## src/rtl/fifo_wr_arbiter.sv

```systemverilog
// Round-robin arbiter sharing the FIFO write port between two requesters.
// A grant is held until the holder's last word or the burst limit.
module fifo_wr_arbiter #(
  parameter int data_size = 8,
  parameter int burst_max = 4
) (
  input  logic                 wr_clk,
  input  logic                 wr_rst,
  input  logic                 req0_valid,
  input  logic [data_size-1:0] req0_data,
  input  logic                 req0_last,
  output logic                 req0_ready,
  input  logic                 req1_valid,
  input  logic [data_size-1:0] req1_data,
  input  logic                 req1_last,
  output logic                 req1_ready,
  input  logic                 full,
  output logic                 wr_clken,
  output logic [data_size-1:0] data_in,
  output logic                 grant_id,
  output logic                 busy,
  output logic [15:0]          wr_count
);

  typedef enum logic {IDLE, LOCKED} state_e;

  localparam int              CW        = $clog2(burst_max + 1);
  localparam logic [CW-1:0]   BEAT_LAST = CW'(burst_max - 1);

  state_e         state_q, state_d;
  logic           last_grant_q, last_grant_d;
  logic           grant_id_q, grant_id_d;
  logic [CW-1:0]  beat_cnt_q, beat_cnt_d;
  logic [15:0]    wr_count_q, wr_count_d;

  logic hold_valid;
  logic hold_last;
  logic beat;
  logic release_grant;

  assign hold_valid    = grant_id_q ? req1_valid : req0_valid;
  assign hold_last     = grant_id_q ? req1_last  : req0_last;
  assign beat          = (state_q == LOCKED) && hold_valid && !full;
  assign release_grant = beat && (hold_last || (beat_cnt_q == BEAT_LAST));

  // NOTE: state is updated with non-blocking assignments so every register
  // samples the pre-edge values computed by the combinational processes.
  always_ff @(posedge wr_clk or posedge wr_rst) begin
    if (wr_rst) begin
      state_q      <= IDLE;
      last_grant_q <= 1'b1;
      grant_id_q   <= 1'b0;
      beat_cnt_q   <= '0;
      wr_count_q   <= '0;
    end else begin
      state_q      <= state_d;
      last_grant_q <= last_grant_d;
      grant_id_q   <= grant_id_d;
      beat_cnt_q   <= beat_cnt_d;
      wr_count_q   <= wr_count_d;
    end
  end

  // NOTE: every signal driven here gets a default first, so no path through
  // the case statement can leave a value unassigned and infer a latch.
  always_comb begin
    state_d      = state_q;
    last_grant_d = last_grant_q;
    grant_id_d   = grant_id_q;
    beat_cnt_d   = beat_cnt_q;
    wr_count_d   = wr_count_q;
    unique case (state_q)
      IDLE: begin
        if (req0_valid || req1_valid) begin
          // On contention the requester that did not hold the last grant wins.
          grant_id_d = (req0_valid && req1_valid) ? ~last_grant_q : req1_valid;
          beat_cnt_d = '0;
          state_d    = LOCKED;
        end
      end
      LOCKED: begin
        if (beat) begin
          beat_cnt_d = beat_cnt_q + CW'(1);
          wr_count_d = wr_count_q + 16'd1;
        end
        if (release_grant) begin
          state_d      = IDLE;
          last_grant_d = grant_id_q;
          beat_cnt_d   = '0;
        end
      end
      default: state_d = IDLE;
    endcase
  end

  always_comb begin
    req0_ready = 1'b0;
    req1_ready = 1'b0;
    if ((state_q == LOCKED) && !full) begin
      req0_ready = !grant_id_q;
      req1_ready = grant_id_q;
    end
    wr_clken = beat;
    data_in  = grant_id_q ? req1_data : req0_data;
    busy     = (state_q == LOCKED);
    grant_id = grant_id_q;
    wr_count = wr_count_q;
  end

endmodule

```

## config.mk

```make
export PLATFORM = sky130hd
export DESIGN_NAME = fifo_wr_arbiter
export DESIGN_NICKNAME = d
export VERILOG_FILES = /design/src/rtl/fifo_wr_arbiter.sv
export SDC_FILE = /design/constraint.sdc
export NUM_CORES = 1
export LEC_CHECK = 0
export ABC_AREA = 1
export BUFFER_PORTS_ARGS = -buffer_cell sky130_fd_sc_hd__buf_2
export CAP_MARGIN = 25
export CELL_PAD_IN_SITES_DETAIL_PLACEMENT = 0
export CELL_PAD_IN_SITES_GLOBAL_PLACEMENT = 2
export CORE_AREA = 8 8 78 94
export DETAILED_ROUTE_END_ITERATION = 7
export DIE_AREA = 0 0 86 102
export PLACE_DENSITY = 0.71
export SLEW_MARGIN = 20
export SYNTH_ARGS = -nofsm -noshare
export SYNTH_HDL_FRONTEND = slang
export SYNTH_SLANG_ARGS = --single-unit
```

## constraint.sdc

```tcl
create_clock -name wr_clk -period 1.25 [get_ports wr_clk]
set_clock_uncertainty 0.1 [all_clocks]
set_input_delay 0.25 -clock wr_clk [delete_from_list [all_inputs] [get_ports wr_clk]]
set_output_delay 0.25 -clock wr_clk [all_outputs]
set_load 0.005 [all_outputs]
```

* After elaboration in Yosys (flattened, before gate mapping)
Cells that the tools add are included.
** Word-level totals
- Register bits :: 22
- Bits in latches :: 0
- Bits in writable memories :: 0
- Memory bits (read-only) :: 0
- Bits of input ports :: 23
- Memories :: 0
** Operators by class
- Add/sub/neg operators :: 2
- $mul :: 0
- Divide/modulo/power cells :: 0
- Order comparisons :: 0
- Eq/ne operators :: 3
- Shift-type cells :: 0
- Mux-type cells :: 13
- Bitwise operators :: 2
- Reductions and logical operators :: 13
** Operator list (number)
- 16-bit by 1-bit adder with 16-bit output, second input constant :: 1
- 3-bit two-way mux :: 3
- 8-bit two-way mux :: 1
- 2-bit AND reduction :: 4
- 1-bit two-way mux :: 7
- 3-bit one-hot mux with 2 select lines :: 1
- 1-bit logical AND :: 5
- 3-bit by 1-bit adder with 3-bit output, second input constant :: 1
- 3-bit by 2-bit == test with 1-bit output, second input constant :: 1
- 3-bit by 1-bit != test with 1-bit output, second input constant :: 1
- 1-bit zero test :: 2
- 1-bit logical OR :: 2
- 2-bit != test, second input constant :: 1
- 1-bit inverter :: 2
- 1-bit one-hot mux with 2 select lines :: 1

* Depth between registers and ports, before layout
Gate-level depths: netlist of run 1.
- Depth after elaboration :: 6
- Mapped depth :: 8

* Worst setup path before layout of run 1
Ideal clock, no wire load.
- Kind :: flip-flop to flip-flop
- From :: register wr_count_q[1] (netlist: wr_count[1])
- To :: register wr_count_q[10] (netlist: wr_count[10])
- Library setup time :: 0.117 ns
- Arrival :: 1.144 ns
- Path slack :: -0.111 ns
- Stages on the path, launching flop included :: 9
- Clock period less this slack :: 1.361 ns
- Path through :: dfrtp_1 -> ha_1 -> nand3_1 -> nor2_2 -> inv_1 -> nor2_4 -> nand2_1 -> nand2_1 -> nand2_1
** Between the ends
- Word-level cells in the longest chain between the ends :: 1
** Ends and longest elaborated chain
- from (decl) :: line 34 : logic [15:0] wr_count_q, wr_count_d;
- from (signal assigned) :: line 60 : wr_count_q <= wr_count_d;
- 16-bit by 1-bit adder with 16-bit output :: line 84 : wr_count_d = wr_count_q + 16'd1;
No other way between the ends.
A chain may end at the register's enable or synchronous reset.

* Worst setup path after layout of run 1
- From :: register grant_id_q (netlist: grant_id)
- To :: output port data_in[6]
** Between the ends
- Word-level cells in the longest chain between the ends :: 1
** Ends and longest elaborated chain
- from (decl) :: line 32 : logic grant_id_q, grant_id_d;
- from (signal assigned) :: line 58 : grant_id_q <= grant_id_d;
- 8-bit two-way mux :: line 104 : data_in = grant_id_q ? req1_data : req0_data;
- to (decl) :: line 19 : output logic [data_size-1:0] data_in,
No other way between the ends.

==> results of run 1 <==
cells in the final DEF, fill, tap and decap left out, drive strengths merged:
master       Yosys  routed
inv             21      21
ha               3       3
nand2           80      80
dlygate4sd3      0       1
xnor2            3       3
nand4            7       7
buf              0      88
clkbuf           2       4
dfstp            1       1
nor3             2       2
a21oi            1       1
xor2             4       4
nand3            6       6
nand3b           2       2
nor2            15      15
dfrtp           21      21
o21ai            6       6
power breakdown:
part / total (mW) / internal, mW / switching [mW]
Clock: 0.520 / 0.281 / 0.239
Combinational: 2.36 / 1.26 / 1.10
Sequential: 1.10 / 0.917 / 0.185
Total: 3.98 / 2.46 / 1.52
cell families after synthesis:
family	count (synthesis)	synth area share
buf+inv	23	0.0663
fa+ha+maj	3	0.0288
compound gates	7	0.0269
xor+xnor	7	0.0471
simple gates	112	0.407
flops	22	0.424
through the flow:
stage / cell area, um2 / util
CTS: 2110 / 0.360
global route: 2260 / 0.387
global placement: 1850 / 0.316
finish: 2260 / 0.387
detailed placement: 1850 / 0.316
floorplan: 1320 / -
layout make-up:
type / count / area share
repair buffers: 89 / 0.292
multi-input cells: 129 / 0.357
clock buffers: 4 / 0.0243
flip-flops and latches: 22 / 0.245
inverters: 21 / 0.0359
well taps: 82 / 0.0453
worst reg2reg max path: cells and delay by family, from the launching register on:
family	cells	cell delay, ns
DFF	1	0.42
buffers and inverters	3	0.30
and+or+nand+nor	3	0.44
xor gates and xnor gates	1	0.13
registers in the layout, indices dropped and copies added, names as in the netlist:
| name | count |
|---|---|
| grant_id | 1 |
| wr_count | 16 |
| busy | 1 |
| last_grant_q | 1 |
| beat_cnt_q | 3 |
what timing repair did:
item / CTS / global route
endpoints found under the hold margin: 21 / 0
pin swaps: 7 / 19
setup buffers: 10 / 9
hold buffers: 1 / 0
endpoints found under the setup margin: 39 / 40
resized for setup: 30 / 33
metal layers:
layer / routed length, um / GRT usage
met5: 0 / 0
met3: 295 / 0.0330
met4: 28 / 0.0284
met1: 1660 / 0.106
met2: 1970 / 0.166
path summary, 6_finish.rpt:
| check | startpoint | cells past startpoint | to | slack (ns) |
|---|---|---|---|---|
| worst max-delay path | grant_id$_DFFE_PP0P_ | 5 | data_in[6] | -0.23 |
| worst min-delay path | req0_valid | 4 | grant_id$_DFFE_PP0P_ | 0.17 |
| worst max register to register | grant_id$_DFFE_PP0P_ | 7 | wr_count[7]$_DFFE_PP0P_ | -0.20 |
| worst min register to register | last_grant_q$_DFFE_PP1P_ | 2 | last_grant_q$_DFFE_PP1P_ | 0.39 |
| max in group asynchronous | wr_rst | 4 | last_grant_q$_DFFE_PP1P_ | 0.31 |
| min in group asynchronous | wr_rst | 4 | busy$_DFF_PP0_ | 0.45 |
==> flow_summary_export.csv, run 1 <==
group,metric,value,unit
outcome,outcome,"finished, violations left",
outcome,violations,"setup timing",
sta,fmax,673,MHz
detailed_routing,drtPass1Iterations,4,
floorplanning,die_h,102,um
worst_setup_path,path_cells,"inv_2 -> buf_6 -> nand2_1 -> nand2_1 -> buf_2",
detailed_routing,via_count,1390,
worst_hold_path,hold_path_class,"in -> reg",
sta,rsz0062_at_grt,"yes",
floorplanning,die_area,8770,um2
sta,finalCritPeriodShare,1.19,
grt,grt_pass1_vias,1435,
worst_setup_path,cp.required,0.90,ns
floorplanning,io_pins,52,
yosys,yosysTopAreaCell,"dfrtp_1",
clocking,cts_tree,"done",
layout,register_area,556,um2
detailed_routing,wirelength,3950,um
yosys,syn-cell-area,1300,um2
layout,diodes,0,
clocking,cts.sink_count,22,
layout,num-nets-final,292,
placement,dp_cells,329,
floorplanning,core,5860,um2
power,powerDensity,1760,nW/um2
run,maxCapViolCount,0,
yosys,syn_inst,174,
yosys,yosys_most_used_dff,"dfrtp_1",
yosys,synth.distinct_cells,22,
sta,worst_pin_slew,0.318,ns
grt,grt_pass1_wl,6670,um
worst_setup_path,path_delay_family,"flip-flops",
placement,routabilityCongestion,0.708,
sta,finalSetupTns,-4.67,ns
yosys,synth.most_common_cell,"nand2_1",
yosys,synthArstFlopShare,1.00,
yosys,netlist.area_leader.share,0.404,
yosys,synth_area_leaders,"dfrtp_1, nand2_1, inv_1",
layout,drive_above_1_share,0.498,
clocking,clkSlewWorstSetupHoldPaths,0.08,ns
yosys,synth_edf_count,0,
detailed_routing,drcViolationCount,0,
detailed_routing,drtIter0Drc,30,
layout,fillers,599,
sta,final_hold_viol_count,0,
yosys,syn_nets,200,
sta,slew_viol_final,0,
worst_setup_path,cpMaxStageDelayCell,"dfrtp_1",
power,max-vdd-ir-drop,0.000558,V
placement,hpwl,2990,um
floorplanning,rows,31,
power,p_leak,1.21,nW
clocking,cts_inserted_buffers,3,
sta,setup_viol,35,
layout,area_growth_syn_to_layout,74.0,%
worst_setup_path,setup.worst_path.class,"reg -> out",
grt,antenna_found_initial,0,
yosys,seq_area_frac_synth,0.424,
layout,multi_input_area,808,um2
grt,grt_start_max_net_pins,23,
worst_setup_path,path_buf_inv,3,
sta,slew_headroom,0.786,
grt,grt.overflow.total,0,
worst_setup_path,cp-end-kind,"primary output",
layout,layout.cells.non_filler,347,
yosys,ys_top_cells_by_count,"nand2_1, dfrtp_1, inv_1",
floorplanning,die_w,86,um
floorplanning,initial_core_util,0.222,
placement,place_ws,-0.129,ns
sta,setup_ws,-0.235,ns
worst_setup_path,worst_path_most_repeated_cell,"nand2_1",
detailed_routing,post_drt_wl_per_cell,11.4,um
worst_setup_path,cp-start-kind,"register",
sta,hold_ws,0.169,ns
detailed_routing,viasPerCell,4.01,
placement,port_buffers,51,
worst_setup_path,crit_arrival,1.13,ns
detailed_routing,final_antenna_net_count,0,
yosys,ys_ff_latch,22,
clocking,clock_latency,0.26,ns
clocking,htreeDepth,1,
yosys,yosysWarnings,0,
power,p_total,3.98,mW
worst_setup_path,slowest_delay,0.43,ns
sta,fin_crit,1.48,ns
clocking,clock_path_buffers,2,
clocking,cts_root_buf,"clkbuf_8",
grt,grtUsageTotal,0.0951,
yosys,synth_area_per_cell,7.48,um2
worst_setup_path,cp_max_fo,7,
(Power assumes the default switching activity.)
==> inputs of run 2 (changes only) <==
- REMOVE_ABC_BUFFERS: unset -> 1
- SETUP_SLACK_MARGIN: unset -> 0.15
==> run 2 against run 1 <==
Effect of this change:
- the run still ends with setup timing left
- die area stayed put
- first-iteration DRC count is 20% higher
- routed wire length hardly changed
- non-clock buffer count is 8 higher
- clock-buffer cell count stayed put
- critical path type unchanged
==> flow_summary_export.csv, run 2 (synthesized netlist as in run 1, its figures left out) <==
group,metric,value,unit
layout,num-nets-final,300,
floorplanning,die_area,8770,um2
worst_hold_path,hold_path.startpoint,"req1_valid",
sta,slew_viol_final,0,
clocking,cts_inserted_buffers,3,
detailed_routing,drcViolationCount,0,
sta,setup_ws,-0.270,ns
placement,routabilityCongestion,0.737,
sta,hold_ws,0.166,ns
layout,layout_common_cells,"nand2_1, buf_2, buf_6",
placement,hpwl,2940,um
sta,fin_crit,1.52,ns
detailed_routing,final_antenna_net_count,0,
power,max-vdd-ir-drop,0.000615,V
layout,drive_above_1_share,0.462,
clocking,clock_path_buffers,2,
layout,final_common_cell,"nand2_1",
clocking,cts_tree,"done",
grt,grt_pass1_vias,1444,
worst_setup_path,reg2reg_slack,-0.20,ns
worst_setup_path,rr_worst_depth,9,
floorplanning,die_h,102,um
grt,grt_pass1_wl,6580,um
layout,fillers,624,
outcome,outcome,"finished, violations left",
detailed_routing,wirelength,3950,um
clocking,clkSlewWorstSetupHoldPaths,0.08,ns
outcome,violations,"setup timing",
floorplanning,io_pins,52,
power,p_leak,1.17,nW
detailed_routing,drtIter0Drc,36,
detailed_routing,drtPass1Iterations,3,
floorplanning,core,5860,um2
worst_hold_path,hold_end,"grant_id$_DFFE_PP0P_",
worst_setup_path,cp_max_fo,3,
layout,largest_register_ffs,16,
worst_setup_path,cp.required,0.90,ns
sta,rsz0062_at_grt,"yes",
clocking,cts.sink_count,22,
clocking,htreeDepth,1,
grt,antenna_found_initial,0,
sta,worst_pin_slew,0.319,ns
power,powerDensity,1690,nW/um2
detailed_routing,post_drt_wl_per_cell,11.1,um
sta,fmax,658,MHz
layout,diodes,0,
grt,grtUsageTotal,0.0943,
sta,setup_viol,39,
grt,grt_start_max_net_pins,23,
worst_setup_path,r2r-end,"wr_count[8]$_DFFE_PP0P_",
worst_setup_path,timing.rr.start,"busy$_DFF_PP0_",
layout,area_growth_syn_to_layout,72.0,%
layout,finish.utilization,0.382,
sta,finalCritPeriodShare,1.22,
floorplanning,die_w,86,um
detailed_routing,viasPerCell,3.98,
floorplanning,initial_core_util,0.222,
grt,grt.overflow.total,0,
worst_setup_path,setup.worst_path.class,"reg -> out",
worst_setup_path,crit_arrival,1.17,ns
sta,finalSetupTns,-5.40,ns
worst_setup_path,cp-start-kind,"register",
floorplanning,rows,31,
sta,final_hold_viol_count,0,
worst_hold_path,holdPathStages,3,
run,maxCapViolCount,0,
worst_setup_path,cp-end-kind,"primary output",
placement,port_buffers,51,
detailed_routing,via_count,1412,
clocking,clock_latency,0.27,ns
clocking,cts_root_buf,"clkbuf_8",
sta,slew_headroom,0.786,
worst_hold_path,hold_path_class,"in -> reg",
==> run 2: cell count changes in the layout (fill, tap and decap cells not counted), sizes merged <==
cell	change
buf	+8
==> run 2: worst max path at each step <==
stage / to / cells after the start / from
2_1_floorplan: wr_count[8]$_DFFE_PP0P_ / 7 / grant_id$_DFFE_PP0P_
3_3_place_gp: wr_clken / 4 / grant_id$_DFFE_PP0P_
4_1_cts: wr_clken / 6 / busy$_DFF_PP0_
6_report: wr_clken / 6 / busy$_DFF_PP0_
5_1_grt: wr_clken / 5 / grant_id$_DFFE_PP0P_
3_5_place_dp: beat_cnt_q[1]$_DFFE_PP0P_ / 7 / beat_cnt_q[0]$_DFFE_PP0P_
==> run 2: metrics by stage <==
step | cell area (um2) | worst slack, ns | power (mW) | cells
after CTS | 2170 | -0.288 | 3.76 | 352
after detailed placement | 1830 | -0.132 | 2.73 | 329
after global placement | 1830 | -0.113 | 2.75 | 329
after floorplan | 1290 | -0.219 | 1.86 | 172
after global routing | 2240 | -0.334 | 4.11 | 355
final | 2240 | -0.270 | 3.78 | 355
==> run 2: metal layers <==
layer	track usage	part of all wire	vias to the layer above
li1	-	-	739
met1	0.112	0.45	619
met4	0.0365	0.014	0
met5	0	0	-
met3	0.0306	0.099	5
met2	0.154	0.44	49
==> run 2: layout make-up <==
type | count | area [um2] | share of cell area
Timing Repair Buffer | 97 | 754 | 0.337
Clock buffer | 4 | 45.0 | 0.0201
Sequential cell | 22 | 554 | 0.248
Tap cell | 82 | 103 | 0.0458
Multi-Input combinational cell | 129 | 703 | 0.314
Inverter | 21 | 78.8 | 0.0352
==> run 2: power breakdown <==
part	switching, mW	internal [mW]	leakage, nW	total (mW)
Combinational	0.995	1.25	0.871	2.24
Sequential	0.159	0.910	0.278	1.07
Clock	0.242	0.228	0.0228	0.470
Total	1.40	2.38	1.17	3.78
==> run 2: what timing repair did <==
| item | in CTS | in global routing |
|---|---|---|
| resized for setup | 32 | 13 |
| gates cloned | 1 | 0 |
| pin swaps | 5 | 6 |
| endpoints found under the setup margin | 50 | 51 |
| hold buffers | 1 | 0 |
| endpoints found under the hold margin | 21 | 0 |
| setup buffers | 17 | 3 |
==> run 2: critical path, cell delays in order, from the launching register on <==
cell and delay [ns]:
dfrtp_1 0.36, inv_2 0.06, nor2_4 0.10, inv_2 0.06, buf_12 0.12, nor2_8 0.09, buf_6 0.10
==> inputs of run 3 (changes only) <==
- CELL_PAD_IN_SITES_DETAIL_PLACEMENT: 0 -> unset
- CELL_PAD_IN_SITES_GLOBAL_PLACEMENT: 2 -> unset
- CORE_AREA: 8 8 78 94 -> 8 8 60 72
- DIE_AREA: 0 0 86 102 -> 0 0 68 80
- PLACE_DENSITY: 0.71 -> 0.7
==> run 3 against run 2 <==
Effect of this change:
- the run still ends with setup timing left
- via count rose by 5.6%
- fmax fell by 2.4%
- hold slack better by 0.034 ns
- critical endpoint is now data_in[4]
- largest power group unchanged
==> flow_summary_export.csv, run 3 (synthesized netlist as in run 1, its figures left out) <==
group,metric,value,unit
detailed_routing,final_antenna_net_count,0,
placement,port_buffers,51,
worst_setup_path,reg2reg_slack,-0.24,ns
layout,diodes,0,
worst_setup_path,slowest_delay,0.44,ns
detailed_routing,post_drt_wl_per_cell,13.6,um
worst_setup_path,path_cells,"buf_6 -> buf_8 -> nand2_4 -> nand2_2 -> buf_2",
floorplanning,die_area,5440,um2
clocking,cts.sink_count,22,
layout,final_common_cell,"nand2_1",
placement,placed_cell_area,1780,um2
outcome,violations,"setup timing",
sta,setup_ws,-0.308,ns
grt,grt_pass1_wl,6170,um
detailed_routing,drtIter0Drc,43,
sta,final_hold_viol_count,0,
power,powerDensity,1900,nW/um2
layout,num-nets-final,304,
sta,fmax,642,MHz
grt,grtUsageTotal,0.141,
placement,routabilityCongestion,0.750,
clocking,clock_path_buffers,2,
detailed_routing,via_count,1491,
run,maxCapViolCount,0,
grt,antenna_found_initial,0,
grt,grt_pass1_vias,1469,
outcome,outcome,"finished, violations left",
sta,slew_viol_final,0,
floorplanning,core,3220,um2
worst_hold_path,hold_path_class,"in -> reg",
floorplanning,rows,23,
clocking,clock_latency,0.27,ns
clocking,clkSlewWorstSetupHoldPaths,0.08,ns
layout,drive_above_1_share,0.574,
floorplanning,initial_core_util,0.404,
worst_setup_path,crit_arrival,1.21,ns
power,max-vdd-ir-drop,0.00140,V
layout,layout_common_cells,"nand2_1, buf_2, buf_6",
clocking,cts_tree,"done",
layout,area_growth_syn_to_layout,84.3,%
detailed_routing,drcViolationCount,0,
worst_setup_path,cp-end-kind,"primary output",
floorplanning,die_w,68,um
grt,grt.overflow.total,0,
worst_setup_path,cp.required,0.90,ns
clocking,cts_inserted_buffers,3,
sta,finalSetupTns,-6.82,ns
grt,grt_start_max_net_pins,23,
detailed_routing,drtPass1Iterations,4,
sta,rsz0062_at_grt,"yes",
detailed_routing,wirelength,4270,um
sta,fin_crit,1.56,ns
sta,worst_pin_slew,0.298,ns
sta,slew_headroom,0.800,
clocking,cts_root_buf,"clkbuf_8",
floorplanning,die_h,80,um
worst_setup_path,cp-start-kind,"register",
worst_setup_path,setup.worst_path.class,"reg -> out",
worst_setup_path,cp_max_fo,5,
worst_setup_path,cpMaxStageDelayCell,"dfrtp_1",
layout,stdcell_area,2400,um2
layout,largest_register_ffs,16,
clocking,htreeDepth,1,
detailed_routing,viasPerCell,4.75,
placement,hpwl,2630,um
power,p_leak,1.28,nW
sta,setup_viol,39,
floorplanning,io_pins,52,
sta,finalCritPeriodShare,1.25,
==> run 3: cell types whose count changed in the layout (fill, tap and decap cells not counted), moves of 2 or more <==
cell | before | now
nand2_1 | 72 | 55
nand2_2 | 7 | 17
nand2_4 | 1 | 8
buf_6 | 29 | 34
o21ai_1 | 6 | 1
o21ai_2 | 0 | 5
buf_4 | 27 | 25
buf_8 | 0 | 2
ha_1 | 2 | 0
ha_4 | 0 | 2
nand3_2 | 2 | 0
xor2_1 | 4 | 2
xor2_2 | 0 | 2
==> run 3: worst paths after layout <==
| path | startpoint | to | cells after the start |
|---|---|---|---|
| worst max register to register | grant_id$_DFFE_PP0P_ | beat_cnt_q[0]$_DFFE_PP0P_ | 8 |
| worst max-delay path | grant_id$_DFFE_PP0P_ | data_in[4] | 5 |
| min in group asynchronous | wr_rst | wr_count[7]$_DFFE_PP0P_ | 4 |
| worst min-delay path | req0_valid | grant_id$_DFFE_PP0P_ | 4 |
| worst min register to register | last_grant_q$_DFFE_PP1P_ | last_grant_q$_DFFE_PP1P_ | 2 |
| max in group asynchronous | wr_rst | last_grant_q$_DFFE_PP1P_ | 4 |
==> run 3: layer usage <==
layer / GRT usage / vias up / share of wire
li1: - / 748 / -
met5: 0 / - / 0
met2: 0.262 / 47 / 0.51
met3: 0.0351 / 8 / 0.086
met4: 0.0370 / 0 / 0.020
met1: 0.149 / 688 / 0.39
==> run 3: area by class of cell <==
class                      instances  area, um2
multi-input combinational        129        856
fill                             224        825
inverter                          21       81.3
timing repair buffer             101        806
sequential                        22        554
tap                               37       46.3
clock buffer                       4       55.1
==> run 3: report_power, final <==
part           internal, mW  switching [mW]
Combinational          1.63            1.30
Sequential            0.913           0.187
Clock                 0.281           0.249
==> run 3: critical path: cells and delay by family (launching register included) <==
kind	cells	cell delay [ns]
buffers and inverters	3	0.40
and+or+nand+nor	2	0.11
DFF	1	0.44
==> run 3: timing repair <==
item,CTS,global route
gates cloned,1,1
buffers inserted,17,6
hold buffers,1,0
resized for setup,54,40
hold endpoints to repair,21,0
setup endpoints to repair,51,51
pin swaps,23,17
==> run 3: metrics by stage <==
stage	utilization	total power, mW	std cells	setup slack (ns)	hold slack, ns
6_report	0.744	4.55	314	-0.308	0.199
3_5_place_dp	0.551	2.70	284	-0.118	0.204
5_1_grt	0.744	4.84	314	-0.349	0.245
4_1_cts	0.676	4.00	307	-0.282	0.197
2_1_floorplan	-	1.86	172	-0.219	0.138
3_3_place_gp	0.551	2.67	284	-0.0952	0.197
